===== config.mk =====
export PLATFORM = sky130hd
export DESIGN_NAME = power_domain_sequencer_flat
export DESIGN_NICKNAME = d
export VERILOG_FILES = /design/src/rtl/power_seq_pkg.sv /design/src/rtl/power_domain_sequencer_if.sv /design/src/rtl/power_logic_ack_sync.sv /design/src/rtl/power_domain_sequencer.sv /design/src/flat_wrapper.sv
export SDC_FILE = /design/constraint.sdc
export NUM_CORES = 1
export LEC_CHECK = 0
export BUFFER_PORTS_ARGS = -buffer_cell sky130_fd_sc_hd__buf_4
export CAP_MARGIN = 25
export CORE_MARGIN = 8
export CORE_UTILIZATION = 51
export DETAILED_ROUTE_END_ITERATION = 7
export GPL_ROUTABILITY_DRIVEN = 0
export GPL_TIMING_DRIVEN = 0
export PLACE_DENSITY = 0.74
export RECOVER_POWER = 100
export SLEW_MARGIN = 5
export SYNTH_ARGS = -nofsm -noshare
export SYNTH_HDL_FRONTEND = slang
export SYNTH_HIERARCHICAL = 1
export SYNTH_SLANG_ARGS = --single-unit

===== constraint.sdc =====
create_clock -name clock -period 1.9 [get_ports clock]
set_input_delay 0.38 -clock clock [delete_from_list [all_inputs] [get_ports clock]]
set_output_delay 0.38 -clock clock [all_outputs]
set_load 0.005 [all_outputs]

===== src/rtl/power_seq_pkg.sv =====
// Shared types and per-state output decode for the power domain sequencer.
`timescale 1ns/1ps
package power_seq_pkg;

  typedef enum logic [3:0] {
    OFF,
    PWR_UP,
    RESTORE,
    RST_REL,
    ON,
    ISO,
    SAVE,
    RST_ASRT,
    PWR_DN
  } pwr_seq_state_t;

  // Control outputs driven into the switchable domain.
  typedef struct packed {
    logic switch_en;
    logic iso_en;
    logic domain_rst;
    logic ret_save;
    logic ret_restore;
  } seq_out_t;

  //                                       sw    iso   rst   save  rest
  localparam seq_out_t OUT_OFF      = '{1'b0, 1'b1, 1'b1, 1'b0, 1'b0};
  localparam seq_out_t OUT_PWR_UP   = '{1'b1, 1'b1, 1'b1, 1'b0, 1'b0};
  localparam seq_out_t OUT_RESTORE  = '{1'b1, 1'b1, 1'b1, 1'b0, 1'b1};
  localparam seq_out_t OUT_RST_REL  = '{1'b1, 1'b1, 1'b0, 1'b0, 1'b0};
  localparam seq_out_t OUT_ON       = '{1'b1, 1'b0, 1'b0, 1'b0, 1'b0};
  localparam seq_out_t OUT_ISO      = '{1'b1, 1'b1, 1'b0, 1'b0, 1'b0};
  localparam seq_out_t OUT_SAVE     = '{1'b1, 1'b1, 1'b0, 1'b1, 1'b0};
  localparam seq_out_t OUT_RST_ASRT = '{1'b1, 1'b1, 1'b1, 1'b0, 1'b0};
  localparam seq_out_t OUT_PWR_DN   = '{1'b0, 1'b1, 1'b1, 1'b0, 1'b0};

  function automatic seq_out_t decode_outputs(pwr_seq_state_t s);
    seq_out_t o;
    case (s)
      OFF:      o = OUT_OFF;
      PWR_UP:   o = OUT_PWR_UP;
      RESTORE:  o = OUT_RESTORE;
      RST_REL:  o = OUT_RST_REL;
      ON:       o = OUT_ON;
      ISO:      o = OUT_ISO;
      SAVE:     o = OUT_SAVE;
      RST_ASRT: o = OUT_RST_ASRT;
      PWR_DN:   o = OUT_PWR_DN;
      default:  o = OUT_OFF;
    endcase
    return o;
  endfunction

endpackage


===== src/rtl/power_domain_sequencer_if.sv =====
// Request/acknowledge and domain-control signals of the power domain sequencer.
`timescale 1ns/1ps
interface power_domain_sequencer_if;
  logic pwr_on_req;
  logic fault_clr;
  logic switch_ack;
  logic switch_en;
  logic iso_en;
  logic ret_save;
  logic ret_restore;
  logic domain_rst;
  logic pwr_on_ack;
  logic busy;
  logic fault;

  modport master (
    output pwr_on_req, fault_clr, switch_ack,
    input  switch_en, iso_en, ret_save, ret_restore, domain_rst,
           pwr_on_ack, busy, fault
  );

  modport slave (
    input  pwr_on_req, fault_clr, switch_ack,
    output switch_en, iso_en, ret_save, ret_restore, domain_rst,
           pwr_on_ack, busy, fault
  );
endinterface


===== src/rtl/power_logic_ack_sync.sv =====
// Two-flop synchronizer for the asynchronous switch-chain acknowledge.
`timescale 1ns/1ps
module power_logic_ack_sync (
  input  logic clock,
  input  logic reset,
  input  logic async_in,
  output logic sync_out
);

  logic meta;

  // Shift the async level through two flops; both clear on reset.
  always_ff @(posedge clock or posedge reset) begin
    if (reset) begin
      meta     <= 1'b0;
      sync_out <= 1'b0;
    end else begin
      meta     <= async_in;
      sync_out <= meta;
    end
  end

endmodule


===== src/rtl/power_domain_sequencer.sv =====
// Power-up / power-down sequencer for one switchable domain, in the always-on domain.
//
// state    | meaning
// ---------+--------------------------------------------------------------
// OFF      | switch off, isolated, in reset; waits for request (no fault)
// PWR_UP   | switch enabled, waiting for synchronized ack (timeout -> fault)
// RESTORE  | retention restore strobe, only if state was saved before
// RST_REL  | domain reset released while still isolated
// ON       | domain running, isolation off, pwr_on_ack high
// ISO      | isolation re-applied, one cycle
// SAVE     | retention save strobe; marks state as saved on exit
// RST_ASRT | domain reset re-asserted, one cycle
// PWR_DN   | switch disabled, waiting for ack to drop (timeout -> fault)
`timescale 1ns/1ps
module power_domain_sequencer
  import power_seq_pkg::*;
#(
  parameter int SAVE_CYCLES    = 2,
  parameter int RESTORE_CYCLES = 2,
  parameter int RST_CYCLES     = 4,
  parameter int TIMEOUT_CYCLES = 64
) (
  input logic clock,
  input logic reset,
  power_domain_sequencer_if.slave bus
);

  localparam int MAX_A    = (SAVE_CYCLES > RESTORE_CYCLES) ? SAVE_CYCLES : RESTORE_CYCLES;
  localparam int MAX_B    = (RST_CYCLES > TIMEOUT_CYCLES) ? RST_CYCLES : TIMEOUT_CYCLES;
  localparam int MAX_P    = (MAX_A > MAX_B) ? MAX_A : MAX_B;
  localparam int CNT_W    = $clog2(MAX_P) + 1;

  localparam logic [CNT_W-1:0] SAVE_LAST = CNT_W'(SAVE_CYCLES - 1);
  localparam logic [CNT_W-1:0] REST_LAST = CNT_W'(RESTORE_CYCLES - 1);
  localparam logic [CNT_W-1:0] RST_LAST  = CNT_W'(RST_CYCLES - 1);
  localparam logic [CNT_W-1:0] TO_LAST   = CNT_W'(TIMEOUT_CYCLES - 1);

  pwr_seq_state_t   state_q, state_d;
  logic [CNT_W-1:0] count_q, count_d;
  logic             saved_q, set_saved;
  logic             fault_q, set_fault, clr_fault;
  logic             ack_s;
  seq_out_t         out_q;
  logic             pwr_on_ack_q, busy_q;

  power_logic_ack_sync u_ack_sync (
    .clock    (clock),
    .reset    (reset),
    .async_in (bus.switch_ack),
    .sync_out (ack_s)
  );

  // Next-state, fault/saved events and counter update.
  always_comb begin
    state_d   = state_q;
    set_saved = 1'b0;
    set_fault = 1'b0;
    clr_fault = 1'b0;
    case (state_q)
      OFF: begin
        clr_fault = bus.fault_clr;
        // Uses the registered fault so a coincident clear only takes effect next cycle.
        if (bus.pwr_on_req && !fault_q) state_d = PWR_UP;
      end
      PWR_UP: begin
        if (ack_s) begin
          state_d = saved_q ? RESTORE : RST_REL;
        end else if (count_q == TO_LAST) begin
          set_fault = 1'b1;
          state_d   = OFF;
        end
      end
      RESTORE:  if (count_q == REST_LAST) state_d = RST_REL;
      RST_REL:  if (count_q == RST_LAST) state_d = ON;
      ON:       if (!bus.pwr_on_req) state_d = ISO;
      ISO:      state_d = SAVE;
      SAVE: begin
        if (count_q == SAVE_LAST) begin
          set_saved = 1'b1;
          state_d   = RST_ASRT;
        end
      end
      RST_ASRT: state_d = PWR_DN;
      PWR_DN: begin
        if (!ack_s) begin
          state_d = OFF;
        end else if (count_q == TO_LAST) begin
          set_fault = 1'b1;
          state_d   = OFF;
        end
      end
      default:  state_d = OFF;
    endcase

    // Clear on every state entry, otherwise count up and stick at all-ones.
    if (state_d != state_q)  count_d = '0;
    else if (count_q != '1)  count_d = count_q + 1'b1;
    else                     count_d = count_q;
  end

  // State, counter and sticky flags.
  always_ff @(posedge clock or posedge reset) begin
    if (reset) begin
      state_q <= OFF;
      count_q <= '0;
      saved_q <= 1'b0;
      fault_q <= 1'b0;
    end else begin
      state_q <= state_d;
      count_q <= count_d;
      if (set_saved) saved_q <= 1'b1;
      if (set_fault)      fault_q <= 1'b1;
      else if (clr_fault) fault_q <= 1'b0;
    end
  end

  // Registered Moore outputs, decoded from the state being entered.
  always_ff @(posedge clock or posedge reset) begin
    if (reset) begin
      out_q        <= OUT_OFF;
      pwr_on_ack_q <= 1'b0;
      busy_q       <= 1'b0;
    end else begin
      out_q        <= decode_outputs(state_d);
      pwr_on_ack_q <= (state_d == ON);
      busy_q       <= !((state_d == OFF) || (state_d == ON));
    end
  end

  assign bus.switch_en   = out_q.switch_en;
  assign bus.iso_en      = out_q.iso_en;
  assign bus.domain_rst  = out_q.domain_rst;
  assign bus.ret_save    = out_q.ret_save;
  assign bus.ret_restore = out_q.ret_restore;
  assign bus.pwr_on_ack  = pwr_on_ack_q;
  assign bus.busy        = busy_q;
  assign bus.fault       = fault_q;

endmodule


===== src/flat_wrapper.sv =====
// flat-port wrapper written by rule: the top's interface ports become plain ports
module power_domain_sequencer_flat import power_seq_pkg::*;
#(
  parameter int SAVE_CYCLES    = 2,
  parameter int RESTORE_CYCLES = 2,
  parameter int RST_CYCLES     = 4,
  parameter int TIMEOUT_CYCLES = 64
)
  (clock, reset, bus_pwr_on_req, bus_fault_clr, bus_switch_ack, bus_switch_en, bus_iso_en, bus_ret_save, bus_ret_restore, bus_domain_rst, bus_pwr_on_ack, bus_busy, bus_fault);
  power_domain_sequencer_if bus_i ();
  input logic clock;
  input logic reset;
  input wire logic [$bits(bus_i.pwr_on_req)-1:0] bus_pwr_on_req;
  input wire logic [$bits(bus_i.fault_clr)-1:0] bus_fault_clr;
  input wire logic [$bits(bus_i.switch_ack)-1:0] bus_switch_ack;
  output wire logic [$bits(bus_i.switch_en)-1:0] bus_switch_en;
  output wire logic [$bits(bus_i.iso_en)-1:0] bus_iso_en;
  output wire logic [$bits(bus_i.ret_save)-1:0] bus_ret_save;
  output wire logic [$bits(bus_i.ret_restore)-1:0] bus_ret_restore;
  output wire logic [$bits(bus_i.domain_rst)-1:0] bus_domain_rst;
  output wire logic [$bits(bus_i.pwr_on_ack)-1:0] bus_pwr_on_ack;
  output wire logic [$bits(bus_i.busy)-1:0] bus_busy;
  output wire logic [$bits(bus_i.fault)-1:0] bus_fault;
  assign bus_i.pwr_on_req = bus_pwr_on_req;
  assign bus_i.fault_clr = bus_fault_clr;
  assign bus_i.switch_ack = bus_switch_ack;
  assign bus_switch_en = bus_i.switch_en;
  assign bus_iso_en = bus_i.iso_en;
  assign bus_ret_save = bus_i.ret_save;
  assign bus_ret_restore = bus_i.ret_restore;
  assign bus_domain_rst = bus_i.domain_rst;
  assign bus_pwr_on_ack = bus_i.pwr_on_ack;
  assign bus_busy = bus_i.busy;
  assign bus_fault = bus_i.fault;
  power_domain_sequencer #(.SAVE_CYCLES(SAVE_CYCLES), .RESTORE_CYCLES(RESTORE_CYCLES), .RST_CYCLES(RST_CYCLES), .TIMEOUT_CYCLES(TIMEOUT_CYCLES)) u_core (.clock(clock), .reset(reset), .bus(bus_i));
endmodule

==> flow_summary.html <==
<table>
<tr><th>Metric</th><th>Value</th></tr>
<tr><th colspan="2">Worst hold path</th></tr>
<tr><td>Hold Path Depth</td><td>1</td></tr>
<tr><td>Min-delay worst type</td><td>in -&gt; reg</td></tr>
<tr><td>Hold EP</td><td>u_core/u_ack_sync/meta</td></tr>
<tr><td>Hold path start</td><td>bus_switch_ack</td></tr>
<tr><th colspan="2">Critical path</th></tr>
<tr><td>Category of the worst setup path capture point</td><td>flip-flop</td></tr>
<tr><td>Kind of cell adding the most delay to the critical path</td><td>simple AND/OR/NAND/NOR gates</td></tr>
<tr><td>Startpoint kind of the worst setup timing path</td><td>flip-flop</td></tr>
<tr><td>Max Fanout on Critical Path</td><td>7</td></tr>
<tr><td>Endpoint required time on the critical path</td><td>2080 ps</td></tr>
<tr><td>Worst-path cell chain</td><td>or4_1 &gt; or3_4 &gt; o311a_4 &gt; and2_4 &gt; inv_2 &gt; buf_6 &gt; nor4_2</td></tr>
<tr><td>Number of cells traversed by the worst register-to-register path</td><td>7</td></tr>
<tr><td>Number of buffers and inverters on the critical path</td><td>2</td></tr>
<tr><td>Setup slack, reg-to-reg</td><td>-210 ps</td></tr>
<tr><td>Library cell contributing the largest single delay on the critical path</td><td>sky130_fd_sc_hd__or4_1</td></tr>
<tr><td>Launching point of the worst reg2reg path</td><td>u_core/count_q[3]</td></tr>
<tr><td>Critical Setup Path Class</td><td>reg -&gt; reg</td></tr>
<tr><td>CP Data Arrival Time</td><td>2290 ps</td></tr>
<tr><td>Destination of the worst register-to-register timing path</td><td>u_core/bus.ret_restore</td></tr>
<tr><td>Slowest cell delay on critical path</td><td>590 ps</td></tr>
<tr><th colspan="2">Timing</th></tr>
<tr><td>Maximum clock frequency</td><td>474 MHz</td></tr>
<tr><td>Setup violation total in the final timing report</td><td>13</td></tr>
<tr><td>Setup repair after global routing missed its margin</td><td>yes</td></tr>
<tr><td>Final clock skew</td><td>4.40 ps</td></tr>
<tr><td>Worst Tran Pin Value</td><td>774 ps</td></tr>
<tr><td>Relative slew slack</td><td>0.483</td></tr>
<tr><td>Final worst-path setup slack</td><td>-211 ps</td></tr>
<tr><td>Fin crit period</td><td>2110 ps</td></tr>
<tr><td>Post-route clock period utilization</td><td>1.11</td></tr>
<tr><td>Hold slack final</td><td>198 ps</td></tr>
<tr><td>TNS Setup</td><td>-1800 ps</td></tr>
<tr><td>Count of pins over their slew limit</td><td>0</td></tr>
<tr><td>Hold Violations, Final</td><td>0</td></tr>
<tr><th colspan="2">Clocking</th></tr>
<tr><td>Clk root buf</td><td>sky130_fd_sc_hd__clkbuf_4</td></tr>
<tr><td>Maximum buffer depth of the clock tree</td><td>2</td></tr>
<tr><td>Cts bufs inserted</td><td>3</td></tr>
<tr><td>Level count of the clock H-tree</td><td>1</td></tr>
<tr><td>Clock slew seen by the registers of the worst setup and hold paths</td><td>120 ps</td></tr>
<tr><td>CTS tree</td><td>built</td></tr>
<tr><td>Num Clock Sinks</td><td>22</td></tr>
<tr><td>Clock latency reported for the late side of the worst-skew pair</td><td>300 ps</td></tr>
<tr><th colspan="2">Floorplan</th></tr>
<tr><td>Area of the core</td><td>2170 um^2</td></tr>
<tr><td>Initial Util</td><td>0.529</td></tr>
<tr><td>Die W</td><td>63.5 um</td></tr>
<tr><td>Number of top-level pins</td><td>13</td></tr>
<tr><td>Die height</td><td>63.5 um</td></tr>
<tr><td>Die ar.</td><td>4030 um^2</td></tr>
<tr><td>Number of placement rows</td><td>17</td></tr>
<tr><th colspan="2">Yosys</th></tr>
<tr><td>Post-synthesis sequential area ratio</td><td>0.481</td></tr>
<tr><td>Dominant register cell in the synthesized netlist</td><td>sky130_fd_sc_hd__dfrtp_1</td></tr>
<tr><td>Post-synthesis sequential element count</td><td>22</td></tr>
<tr><td>Synth Instances</td><td>122</td></tr>
<tr><td>Synth Cell Area</td><td>1150 um^2</td></tr>
<tr><td>Number of synthesized flops with an enable pin</td><td>0</td></tr>
<tr><td>Largest cells by area after synthesis</td><td>sky130_fd_sc_hd__dfrtp_1 (44%), sky130_fd_sc_hd__dfstp_2 (4.6%), sky130_fd_sc_hd__nor4_1 (4.4%)</td></tr>
<tr><td>Cell with the most instances after synthesis</td><td>sky130_fd_sc_hd__dfrtp_1</td></tr>
<tr><td>Yosys Warn Count</td><td>6</td></tr>
<tr><td>Commonest cells post-synth</td><td>sky130_fd_sc_hd__dfrtp_1 (20), sky130_fd_sc_hd__inv_1 (9), sky130_fd_sc_hd__nor2_1 (9), sky130_fd_sc_hd__nand2_1 (8), sky130_fd_sc_hd__nor4_1 (8)</td></tr>
<tr><td>Share of the synthesized area in the top cell type</td><td>0.436</td></tr>
<tr><td>Post-Synthesis Net Count</td><td>129</td></tr>
<tr><td>Avg Inst Size Synth</td><td>9.41 um^2</td></tr>
<tr><td>Cell accounting for the most synthesized area</td><td>sky130_fd_sc_hd__dfrtp_1</td></tr>
<tr><td>Unique masters post-synth</td><td>39</td></tr>
<tr><td>Async SR Flop Fraction</td><td>1.00</td></tr>
<tr><th colspan="2">Global route</th></tr>
<tr><td>Remaining Overflow, GRT</td><td>0</td></tr>
<tr><td>First-pass GRT wire length</td><td>4.58 mm</td></tr>
<tr><td>Largest net degree at the start of global routing</td><td>21</td></tr>
<tr><td>Antenna violations before repair</td><td>0</td></tr>
<tr><td>Vias in the first global route</td><td>1041</td></tr>
<tr><td>Overall track demand over capacity in global routing</td><td>0.138</td></tr>
<tr><th colspan="2">Route</th></tr>
<tr><td>Overall via count from detail_route</td><td>1093</td></tr>
<tr><td>Final Routed Wirelength</td><td>3.05 mm</td></tr>
<tr><td>Violation count after the first detailed-routing iteration</td><td>61</td></tr>
<tr><td>Mean number of vias per cell</td><td>6.04</td></tr>
<tr><td>DRC violation count after routing</td><td>0</td></tr>
<tr><td>Average wire length per cell after detail routing</td><td>16.9 um</td></tr>
<tr><td>Detailed-routing iteration count for the pre-antenna-repair pass</td><td>4</td></tr>
<tr><td>Final antenna-violating net count</td><td>0</td></tr>
<tr><th colspan="2">Run</th></tr>
<tr><td>MaxCap Viol Count</td><td>0</td></tr>
<tr><th colspan="2">Power</th></tr>
<tr><td>Pwr per Cell Area</td><td>1510 nW/um^2</td></tr>
<tr><td>Static Leak</td><td>0.696 nW</td></tr>
<tr><td>Worst VDD drop</td><td>1010 uV</td></tr>
<tr><td>Overall power consumption</td><td>2.44 mW</td></tr>
<tr><th colspan="2">Status</th></tr>
<tr><td>Outcome</td><td>finished with violations</td></tr>
<tr><td>Violated checks</td><td>setup timing</td></tr>
<tr><th colspan="2">Final layout</th></tr>
<tr><td>Number of nets in the final layout</td><td>161</td></tr>
<tr><td>Post-synthesis to final-layout area growth</td><td>41.0%</td></tr>
<tr><td>Diodes inserted</td><td>0</td></tr>
<tr><td>Final Core Density</td><td>0.746</td></tr>
<tr><td>Fraction of layout cells with a size suffix above 1</td><td>0.412</td></tr>
<tr><th colspan="2">Placement</th></tr>
<tr><td>Number of I/O port buffers</td><td>12</td></tr>
<tr><td>HPWL reported at the end of detailed placement</td><td>1.77 mm</td></tr>
</table>
how the worst max path moves through the flow:
stage                      start                     end  slack, ps  cells after the start
2_1_floorplan  u_core/count_q[0]    u_core/bus.switch_en        -50                      7
3_3_place_gp   u_core/count_q[0]    u_core/bus.switch_en       -330                      7
3_5_place_dp   u_core/count_q[0]    u_core/bus.switch_en       -340                      7
4_1_cts        u_core/count_q[0]       u_core/count_q[0]       -120                      7
5_1_grt        u_core/count_q[3]       u_core/count_q[3]       -250                      5
6_report       u_core/count_q[3]  u_core/bus.ret_restore       -210                      7
cell families after synthesis:
family	after synthesis	share of synthesized area
and+or+nand+nor	62	0.307
DFF	22	0.481
AOI/OAI and AO/OA	20	0.120
buffers and inverters	13	0.0447
xor gates and xnor gates	2	0.0153
adders and majority gates	2	0.0218
muxes	1	0.00980
layout by cell type, fill, tap and decap left out, drive strengths merged, types with 2 or more instances in the layout:
cell type   n
nand2b      6
nand4       2
clkbuf     16
a32o        2
nor4        8
ha          2
a21oi       4
and3        5
nor3b       2
nor3        4
or2         2
o21ai       5
nand3       5
nand2       8
inv         9
dfrtp      20
or3         3
buf        17
nor2b       3
dfstp       2
nor2        9
xor2        2
power by group:
group	switching, mW	internal [mW]	leakage (nW)
Sequential	0.0921	0.587	0.272
Combinational	0.717	0.693	0.396
Clock	0.139	0.213	0.0279
through the flow:
step	std cells	setup WS (ps)	area (um^2)
after detailed placement	162	-340	1280
after global routing	181	-248	1620
final	181	-211	1620
after CTS	177	-119	1480
after global placement	162	-335	1280
after floorplan	122	-52.1	1150
per-layer routing:
| metal | part of all wire | GRT usage | up-vias |
|---|---|---|---|
| met2 | 0.52 | 0.233 | 53 |
| met5 | 0 | 0 | - |
| met1 | 0.39 | 0.159 | 531 |
| li1 | - | - | 503 |
| met4 | 0.020 | 0.0613 | 0 |
| met3 | 0.070 | 0.0336 | 6 |
layout make-up:
class                   count  area [um^2]
multi-input cells          87          711
flip-flops and latches     22          554
fillers                   133          551
repair buffers             27          213
well taps                  28         35.0
inverters                   9         33.8
clock inverters             1         30.0
clock buffers               3         22.5
plain buffers               4         20.0
registers in the layout, summed over array words and instances (netlist names):
name / cells
u_core/bus.iso_en: 1
u_core/count_q: 7
u_core/bus.domain_rst: 1
u_core/bus.pwr_on_ack: 1
u_core/u_ack_sync/meta: 1
u_core/bus.fault: 1
u_core/u_ack_sync/sync_out: 1
u_core/bus.ret_restore: 1
u_core/bus.ret_save: 1
u_core/bus.switch_en: 1
u_core/saved_q: 1
u_core/bus.busy: 1
u_core/state_q: 4
repair_timing:
item | 4_1_cts | 5_1_grt
resized for setup | 15 | 24
hold buffers | 1 | 0
buffers inserted | 10 | 4
setup endpoints to repair | 13 | 16
hold endpoints to repair | 2 | 0
pin swaps | 10 | 7
gates cloned | 0 | 0
No activity file was read; power rests on OpenSTA's default activity.
